## config.mk

```make
export PLATFORM = sky130hd
export DESIGN_NAME = ad_ip_jesd204_tpl_adc_pn_check
export DESIGN_NICKNAME = d
export VERILOG_FILES = /design/src/rtl/ad_ip_jesd204_tpl_adc_pn_check.sv
export SDC_FILE = /design/constraint.sdc
export NUM_CORES = 1
export LEC_CHECK = 0
export CAP_MARGIN = 20
export CORE_ASPECT_RATIO = 1.1
export CORE_MARGIN = 2
export CORE_UTILIZATION = 40
export CTS_CLUSTER_DIAMETER = 60
export DETAILED_ROUTE_END_ITERATION = 10
export PLACE_DENSITY = 0.71
export SYNTH_ARGS = -nofsm -noshare
export SYNTH_HDL_FRONTEND = slang
export SYNTH_SLANG_ARGS = --single-unit
```

## constraint.sdc

```tcl
create_clock -name adc_clk -period 2.9 [get_ports adc_clk]
set_clock_uncertainty 0.05 [all_clocks]
set_input_delay 0.87 -clock adc_clk [delete_from_list [all_inputs] [get_ports adc_clk]]
set_output_delay 0.87 -clock adc_clk [all_outputs]
set_load 0.02 [all_outputs]
```

## src/rtl/ad_ip_jesd204_tpl_adc_pn_check.sv

```systemverilog
`default_nettype none
// +--------------------------------------------------------------------------+
// | Module  : ad_ip_jesd204_tpl_adc_pn_check                                 |
// | Purpose : per-channel PN9/PN23 checker with sync hysteresis, all-zero    |
// |           guard, restart on mode change and saturating error counter.    |
// | Revision: 1.0                                                            |
// +--------------------------------------------------------------------------+
module ad_ip_jesd204_tpl_adc_pn_check #(
  parameter int NUM_CHANNELS    = 1,
  parameter int DATA_PATH_WIDTH = 1,
  parameter int CHANNEL_WIDTH   = 16,
  parameter int OOS_THRESHOLD   = 16,
  parameter int ERR_CNT_WIDTH   = 16
) (
  input  logic                                                adc_clk,
  input  logic                                                adc_rst,
  input  logic                                                adc_valid,
  input  logic [NUM_CHANNELS*DATA_PATH_WIDTH*CHANNEL_WIDTH-1:0] adc_data,
  input  logic [NUM_CHANNELS*4-1:0]                           pn_seq_sel,
  input  logic [NUM_CHANNELS-1:0]                             err_cnt_clr,
  output logic [NUM_CHANNELS-1:0]                             pn_err,
  output logic [NUM_CHANNELS-1:0]                             pn_oos,
  output logic [NUM_CHANNELS*ERR_CNT_WIDTH-1:0]               pn_err_cnt
);

  localparam int BEAT_W = DATA_PATH_WIDTH * CHANNEL_WIDTH;
  localparam int HIST_W = 23;
  localparam int EXT_W  = HIST_W + BEAT_W;

  localparam logic [3:0] MODE_PN9  = 4'h0;
  localparam logic [3:0] MODE_PN23 = 4'h1;

  localparam logic [0:0] ST_OOS  = 1'b0;
  localparam logic [0:0] ST_SYNC = 1'b1;

  localparam logic [7:0]               CNT_LAST    = 8'(OOS_THRESHOLD - 1);
  localparam logic [ERR_CNT_WIDTH-1:0] ERR_CNT_MAX = {ERR_CNT_WIDTH{1'b1}};

  for (genvar c = 0; c < NUM_CHANNELS; c++) begin : g_chan
    logic [3:0]               sel;
    logic [3:0]               mode_q, mode_d;
    logic                     mode_chg;
    logic                     mode_en;
    logic [BEAT_W-1:0]        beat;
    logic [BEAT_W-1:0]        miss;
    logic [EXT_W-1:0]         ext;
    logic                     beat_match;
    logic [HIST_W-1:0]        hist_q, hist_d;
    logic                     hist_vld_q, hist_vld_d;
    logic                     s1_vld_q, s1_vld_d;
    logic                     s1_match_q, s1_match_d;
    logic [0:0]               state_q, state_d;
    logic [7:0]               cnt_q, cnt_d;
    logic                     err_q, err_d;
    logic                     oos_q, oos_d;
    logic                     err_inc;
    logic [ERR_CNT_WIDTH-1:0] err_cnt_q, err_cnt_d;

    assign sel      = pn_seq_sel[c*4 +: 4];
    assign mode_d   = sel;
    assign mode_chg = (sel != mode_q);
    assign mode_en  = (mode_q == MODE_PN9) || (mode_q == MODE_PN23);

    // beat[i] is the i-th bit on the wire: oldest sample first, MSB first.
    always_comb begin : beat_unpack
      beat = '0;
      for (int s = 0; s < DATA_PATH_WIDTH; s++) begin
        for (int b = 0; b < CHANNEL_WIDTH; b++) begin
          beat[s*CHANNEL_WIDTH + CHANNEL_WIDTH - 1 - b] =
            adc_data[c*BEAT_W + s*CHANNEL_WIDTH + b];
        end
      end
    end

    // Time-ordered window: ext[k] for k < 23 is history (oldest at 0),
    // ext[23+i] is beat bit i, so bit i is predicted from ext[23+i-tap].
    assign ext = {beat, hist_q};

    always_comb begin : predict
      miss = '0;
      for (int i = 0; i < BEAT_W; i++) begin
        if (mode_q == MODE_PN23) begin
          miss[i] = beat[i] ^ ext[i] ^ ext[i+5];
        end else begin
          miss[i] = beat[i] ^ ext[i+14] ^ ext[i+18];
        end
      end
    end

    assign beat_match = ~|miss && |beat;

    always_comb begin : stage1
      hist_d     = hist_q;
      hist_vld_d = hist_vld_q;
      s1_vld_d   = s1_vld_q;
      s1_match_d = s1_match_q;
      if (adc_valid) begin
        hist_d = ext[BEAT_W +: HIST_W];
      end
      if (mode_chg) begin
        hist_vld_d = 1'b0;
        s1_vld_d   = 1'b0;
      end else if (adc_valid) begin
        hist_vld_d = mode_en;
        s1_vld_d   = hist_vld_q & mode_en;
        s1_match_d = beat_match;
      end
    end

    always_comb begin : stage2
      state_d   = state_q;
      cnt_d     = cnt_q;
      err_d     = err_q;
      oos_d     = oos_q;
      err_inc   = 1'b0;
      err_cnt_d = err_cnt_q;
      if (mode_chg || (adc_valid && !mode_en)) begin
        state_d = ST_OOS;
        cnt_d   = '0;
        err_d   = 1'b0;
        oos_d   = 1'b1;
      end else if (adc_valid) begin
        err_d = 1'b0;
        if (s1_vld_q) begin
          case (state_q)
            ST_OOS: begin
              if (!s1_match_q) begin
                cnt_d = '0;
              end else if (cnt_q == CNT_LAST) begin
                state_d = ST_SYNC;
                cnt_d   = '0;
                oos_d   = 1'b0;
              end else begin
                cnt_d = cnt_q + 8'd1;
              end
            end
            default: begin
              if (s1_match_q) begin
                cnt_d = '0;
              end else begin
                err_d   = 1'b1;
                err_inc = 1'b1;
                if (cnt_q == CNT_LAST) begin
                  state_d = ST_OOS;
                  cnt_d   = '0;
                  oos_d   = 1'b1;
                end else begin
                  cnt_d = cnt_q + 8'd1;
                end
              end
            end
          endcase
        end
      end
      // Clear wins over a coincident increment.
      if (err_cnt_clr[c]) begin
        err_cnt_d = '0;
      end else if (err_inc && (err_cnt_q != ERR_CNT_MAX)) begin
        err_cnt_d = err_cnt_q + ERR_CNT_WIDTH'(1);
      end
    end

    always_ff @(posedge adc_clk) begin
      if (adc_rst) begin
        mode_q     <= sel;
        hist_q     <= '0;
        hist_vld_q <= 1'b0;
        s1_vld_q   <= 1'b0;
        s1_match_q <= 1'b0;
        state_q    <= ST_OOS;
        cnt_q      <= '0;
        err_q      <= 1'b0;
        oos_q      <= 1'b1;
        err_cnt_q  <= '0;
      end else begin
        mode_q     <= mode_d;
        hist_q     <= hist_d;
        hist_vld_q <= hist_vld_d;
        s1_vld_q   <= s1_vld_d;
        s1_match_q <= s1_match_d;
        state_q    <= state_d;
        cnt_q      <= cnt_d;
        err_q      <= err_d;
        oos_q      <= oos_d;
        err_cnt_q  <= err_cnt_d;
      end
    end

    assign pn_err[c]                                = err_q;
    assign pn_oos[c]                                = oos_q;
    assign pn_err_cnt[c*ERR_CNT_WIDTH +: ERR_CNT_WIDTH] = err_cnt_q;
  end

endmodule
`default_nettype wire

```

==> results.py, run 1 <==
metrics = {
    "sta": {
        "max_freq_ghz": 0.394,
        "rsz0062_at_grt": "false",
        "maxSlewHeadroom": 0.652,
        "period_needed_ps": 2540,
        "worst_pin_slew_ps": 508,
        "setup-violations-final": 0,
        "slew_viol_final": 0,
        "fin_crit_sh": 0.876,
        "final.setup.tns_ps": 0,
        "finalHoldViolCount": 0,
    },
    "critical_path": {
        "startpoint": "pn_seq_sel[1]",
        "crit_fanout": 7,
        "cp-end-kind": "flop",
        "arrival_ps": 2710,
        "timing.rr.end": "g_chan[0].s1_match_q",
        "r2r_slack_ps": 930,
        "crit_chain": "clkdlybuf4s50_1 > xor2_1 > nor4_4 > nand4_4 > nor4b_2 > xnor2_1 > nor2_1",
        "start_kind": "primary input",
        "worstPathRequired_ps": 3070,
        "r2r-start": "g_chan[0].hist_q[19]",
        "max_stage_delay_ps": 450,
        "critPathKind": "in -> reg",
        "slowest_stage": "nor4_4",
        "r2r_cells": 5,
    },
    "finish": {
        "fill_cells": 669,
        "drive_above_1_share": 0.108,
        "diodes": 0,
        "finalInstanceArea_um2": 3860,
        "register_area_um2": 1140,
        "fin_nets": 419,
        "multiInputGateArea_um2": 1800,
        "fin_util": 0.522,
        "area_growth_syn_to_layout_pct": 28.3,
        "fin_cells": 485,
    },
    "yosys": {
        "synth.avg_cell_area_um2": 8.93,
        "syn_nets": 363,
        "synth_top_area_share": 0.379,
        "synth_seq_cells": 57,
        "synth_area_um2": 3010,
        "yosysSeqAreaShare": 0.379,
        "ys_warn_count": 0,
        "synth.distinct_cells": 40,
        "yosys.area.top_type": "dfxtp_1",
        "synth.most_common_cell": "dfxtp_1",
        "synthCells": 337,
        "synth_commonest_cells": "57 x dfxtp_1, 53 x nor2_1, 40 x xnor2_1, 30 x xor2_1, 24 x mux2i_1",
        "netlist_top_cells_area": "dfxtp_1 38%, xnor2_1 12%, xor2_1 8.7%",
        "synth_async_sr_flop_share": 0,
        "synth_ff_type": "dfxtp_1",
        "synth-edff-count": 0,
    },
    "drt": {
        "met3WireLength_um": 246,
        "antenna_left": 0,
        "vias": 2547,
        "wl_met2_mm": 3.27,
        "wl_met1_mm": 3.14,
        "post_drt_wl_per_cell_um": 14.1,
        "finalWirelength_mm": 6.85,
        "first_iter_violations": 72,
        "avgViaCountPerCell": 5.25,
        "dr.pass1.iters": 4,
        "top_layer_used": "met4",
        "route.detailed.drc": 0,
    },
    "hold_path": {
        "worstHoldPathType": "reg -> reg",
        "worstHoldEndpoint": "g_chan[0].hist_vld_q",
        "hold_depth": 2,
        "hp-start": "g_chan[0].hist_vld_q",
    },
    "pwr": {
        "p_leak_nw": 1.45,
        "power.density_nw_per_um2": 512,
        "vdd_drop_max_v": 0.000233,
        "total_power_mw": 1.98,
    },
    "placement": {
        "routabilityCongestion": 0.896,
        "dp_cells": 469,
        "placed_area_um2": 3620,
        "hpwl_mm": 5.05,
        "port_buffers": 41,
    },
    "global_routing": {
        "track_usage": 0.175,
        "grt_pass1_vias": 2432,
        "grt_pass1_wl_mm": 11.2,
        "grt-ovfl-total": 0,
        "grt_max_degree": 28,
        "antenna_found_initial": 0,
    },
    "clock_tree": {
        "ctsHoldBuffers": 0,
        "cts_resized": 0,
        "tritoncts": "built",
        "clk_pin_slew_worst_paths_ps": 70,
        "cts_buffers": 9,
        "clockBufferDepth": 2,
        "postCtsSetupRepairBufs": 0,
        "clock-sinks": 57,
        "cts_root_buf": "clkbuf_8",
        "insertion_delay_ps": 350,
        "htreeDepth": 3,
    },
    "floorplanning": {
        "core_um2": 7390,
        "die_w_um": 86.7,
        "dieArea_um2": 8230,
        "die_h_um": 95.0,
        "start_util": 0.407,
        "io_pins": 42,
        "rows": 33,
    },
    "outcome": {
        "outcome": "completed",
    },
    "run": {
        "cap_violations": 0,
    },
}
==> cells by family after synthesis <==
group | Yosys count | synth area share
buffers and inverters | 19 | 0.0241
flip-flops | 57 | 0.379
multiplexers | 24 | 0.0798
AO/OA/AOI/OAI | 25 | 0.0536
AND/OR/NAND/NOR | 140 | 0.251
XOR/XNOR | 70 | 0.204
adder cells (fa/ha/maj) | 2 | 0.00831
==> routing by layer <==
layer / global-route usage / vias to the layer above
met5: 0 / -
met4: 0.0938 / 0
met3: 0.0385 / 19
met2: 0.284 / 59
met1: 0.217 / 1197
li1: - / 1272
==> layout make-up <==
type                    count  area share
clock inverters             6      0.0272
inverters                   3     0.00292
well taps                  87      0.0282
repair buffers             61       0.145
clock buffers              10      0.0357
flip-flops and latches     57       0.296
multi-input cells         261       0.465
==> stage by stage <==
stage	hold WS (ps)	setup slack (ps)
after floorplan	384	556
after global placement	396	77.5
after CTS	432	352
after detailed placement	419	2.69
after global routing	437	239
final	423	360
==> registers in the layout, summed over array words and instances, names as in the netlist, named ones only <==
signal / flops
g_chan.cnt_q: 8
g_chan.mode_q: 4
g_chan.hist_vld_q: 1
pn_err: 1
g_chan.s1_vld_q: 1
g_chan.hist_q: 23
pn_oos: 1
g_chan.s1_match_q: 1
pn_err_cnt: 16
==> worst max path at each step <==
stage | end | slack (ps) | depth (start not counted)
floorplan | pn_err_cnt[13] | 560 | 6
global placement | pn_err_cnt[13] | 80 | 7
detailed placement | pn_err_cnt[13] | 3 | 7
CTS | pn_err_cnt[13] | 350 | 7
global route | pn_err_cnt[13] | 240 | 7
finish | pn_err_cnt[13] | 360 | 7
==> worst max-delay path, delay by kind of cell <==
family,cells,cell delay (ps)
xor+xnor,2,330
buf+inv,1,430
simple gates,4,1080
==> report_power, final <==
part / switching, mW / internal (mW)
registers: 0.0244 / 0.803
logic: 0.107 / 0.114
clock network: 0.337 / 0.590
total: 0.469 / 1.51
==> cells in the final DEF (no fill, tap or decap), types with 11 or more instances in the layout <==
| master | n |
|---|---|
| nor2_1 | 53 |
| nand3_1 | 12 |
| clkdlybuf4s50_1 | 41 |
| mux2i_1 | 24 |
| nor3_1 | 14 |
| xnor2_1 | 40 |
| dfxtp_1 | 57 |
| buf_4 | 20 |
| nand2_1 | 11 |
| xor2_1 | 30 |
(Power assumes the default switching activity.)
==> inputs of run 2 (changes only) <==
--- a/config.mk
+++ b/config.mk
@@ -7,2 +7,3 @@
 export LEC_CHECK = 0
+export ABC_CLOCK_PERIOD_IN_PS = 2900
 export CAP_MARGIN = 20
==> constraint.sdc (replaced) <==
create_clock -name adc_clk -period 2.9 [get_ports adc_clk]
set_clock_uncertainty 0.05 [all_clocks]
set_input_delay 0.58 -clock adc_clk [delete_from_list [all_inputs] [get_ports adc_clk]]
set_output_delay 0.58 -clock adc_clk [all_outputs]
set_load 0.02 [all_outputs]
==> run 2 against run 1 <==
  * First-iteration DRC count increased by 75%
  * Die area stayed put
  * Final cell count down 2.7%
  * Clock power down 22%
  * Critical path depth is the same
  * Sequential power hardly changed
  * Critical endpoint unchanged
  * Largest power group is now sequential cells
  * Highest routed layer unchanged
==> results.py, run 2 (synthesis results as in run 1) <==
metrics = {
    "clock_tree": {
        "clock-sinks": 57,
        "clk_pin_slew_worst_paths_ps": 60,
        "cts_root_buf": "clkbuf_8",
        "cts_resized": 0,
        "insertion_delay_ps": 340,
        "cts_buffers": 9,
        "tritoncts": "built",
        "htreeDepth": 3,
        "postCtsSetupRepairBufs": 0,
        "ctsHoldBuffers": 0,
        "clockBufferDepth": 2,
    },
    "finish": {
        "fin_util": 0.502,
        "final_cell_mix": "57 x dfxtp_1, 53 x nor2_1, 41 x clkdlybuf4s50_1, 40 x xnor2_1, 30 x xor2_1",
        "multiInputGateArea_um2": 1800,
        "regMostFlops": "g_chan.hist_q",
        "drive_above_1_share": 0.0701,
        "fin_cells": 472,
        "fill_cells": 684,
        "diodes": 0,
        "register_area_um2": 1140,
        "mostFrequentLayoutCell": "dfxtp_1",
        "fin_nets": 406,
        "area_growth_syn_to_layout_pct": 23.2,
        "largest_register_ffs": 23,
    },
    "sta": {
        "period_needed_ps": 2350,
        "max_freq_ghz": 0.425,
        "worst_pin_slew_ps": 525,
        "hold-worst-slack_ps": 425,
        "fin_crit_sh": 0.812,
        "slew_viol_final": 0,
        "rsz0062_at_grt": "false",
        "setup-violations-final": 0,
        "final.setup.tns_ps": 0,
        "finalHoldViolCount": 0,
        "maxSlewHeadroom": 0.647,
    },
    "critical_path": {
        "cp-end-kind": "flop",
        "critPathKind": "in -> reg",
        "r2r_slack_ps": 920,
        "timing.rr.end": "pn_err_cnt[13]",
        "start_kind": "primary input",
        "worstPathRequired_ps": 3060,
        "r2r_cells": 6,
        "crit_fanout": 7,
        "arrival_ps": 2520,
    },
    "hold_path": {
        "hp-start": "g_chan[0].hist_vld_q",
        "hold_depth": 2,
        "worstHoldEndpoint": "g_chan[0].hist_vld_q",
        "worstHoldPathType": "reg -> reg",
    },
    "floorplanning": {
        "die_h_um": 95.0,
        "core_um2": 7390,
        "die_w_um": 86.7,
        "dieArea_um2": 8230,
        "io_pins": 42,
        "start_util": 0.407,
        "rows": 33,
    },
    "drt": {
        "dr.pass1.iters": 4,
        "first_iter_violations": 126,
        "avgViaCountPerCell": 5.18,
        "post_drt_wl_per_cell_um": 13.8,
        "vias": 2447,
        "antenna_left": 0,
        "route.detailed.drc": 0,
        "finalWirelength_mm": 6.49,
    },
    "global_routing": {
        "grt_pass1_wl_mm": 11.0,
        "antenna_found_initial": 0,
        "grt_pass1_vias": 2396,
        "grt-ovfl-total": 0,
        "grt_max_degree": 28,
        "track_usage": 0.173,
    },
    "run": {
        "cap_violations": 0,
    },
    "outcome": {
        "outcome": "completed",
    },
    "placement": {
        "port_buffers": 41,
        "dp_cells": 456,
        "hpwl_mm": 4.81,
        "routabilityCongestion": 0.885,
    },
    "pwr": {
        "total_power_mw": 1.76,
        "power.density_nw_per_um2": 475,
        "p_leak_nw": 1.36,
        "vdd_drop_max_v": 0.000271,
    },
}
## run 2: where the power goes
part / leakage [nW] / internal (mW) / switching, mW
Sequential: 0.464 / 0.803 / 0.0249
Combinational: 0.800 / 0.106 / 0.103
Clock: 0.0974 / 0.418 / 0.304
## run 2: metrics by stage
stage / instance area, um^2 / setup WS (ps)
after floorplan: 3010 / 846
after global placement: 3520 / 247
after detailed placement: 3520 / 180
after CTS: 3710 / 540
after global routing: 3710 / 367
final: 3710 / 546
## run 2: worst max-delay path, cell delays in order
cell and delay [ps]:
clkdlybuf4s50_1 560, nand4b_1 160, nor4_2 420, nand4_4 230
nor4b_2 360, xnor2_1 150, nor2_1 50
## run 2: layout make-up
class,instances,area share
Inverter,3,0.00304
Clock inverter,3,0.0108
Timing Repair Buffer,48,0.125
Sequential cell,57,0.308
Tap cell,87,0.0294
Clock buffer,13,0.0401
Multi-Input combinational cell,261,0.484
## run 2: routing by layer
layer | track usage | vias to the layer above | share of wire
met3 | 0.0664 | 12 | 0.051
met4 | 0.0664 | 0 | 0.021
li1 | - | 1240 | -
met1 | 0.212 | 1125 | 0.45
met2 | 0.274 | 70 | 0.48
met5 | 0 | - | 0
## run 2: worst max path at each step
stage	start	to	slack [ps]	depth (start not counted)
after floorplan	pn_seq_sel[1]	pn_err_cnt[13]	850	6
after detailed placement	adc_valid	pn_err_cnt[13]	180	7
after global placement	adc_valid	pn_err_cnt[13]	250	7
after CTS	adc_valid	pn_err_cnt[13]	540	7
final	adc_valid	pn_err_cnt[13]	550	7
after global routing	adc_valid	pn_err_cnt[14]	370	7
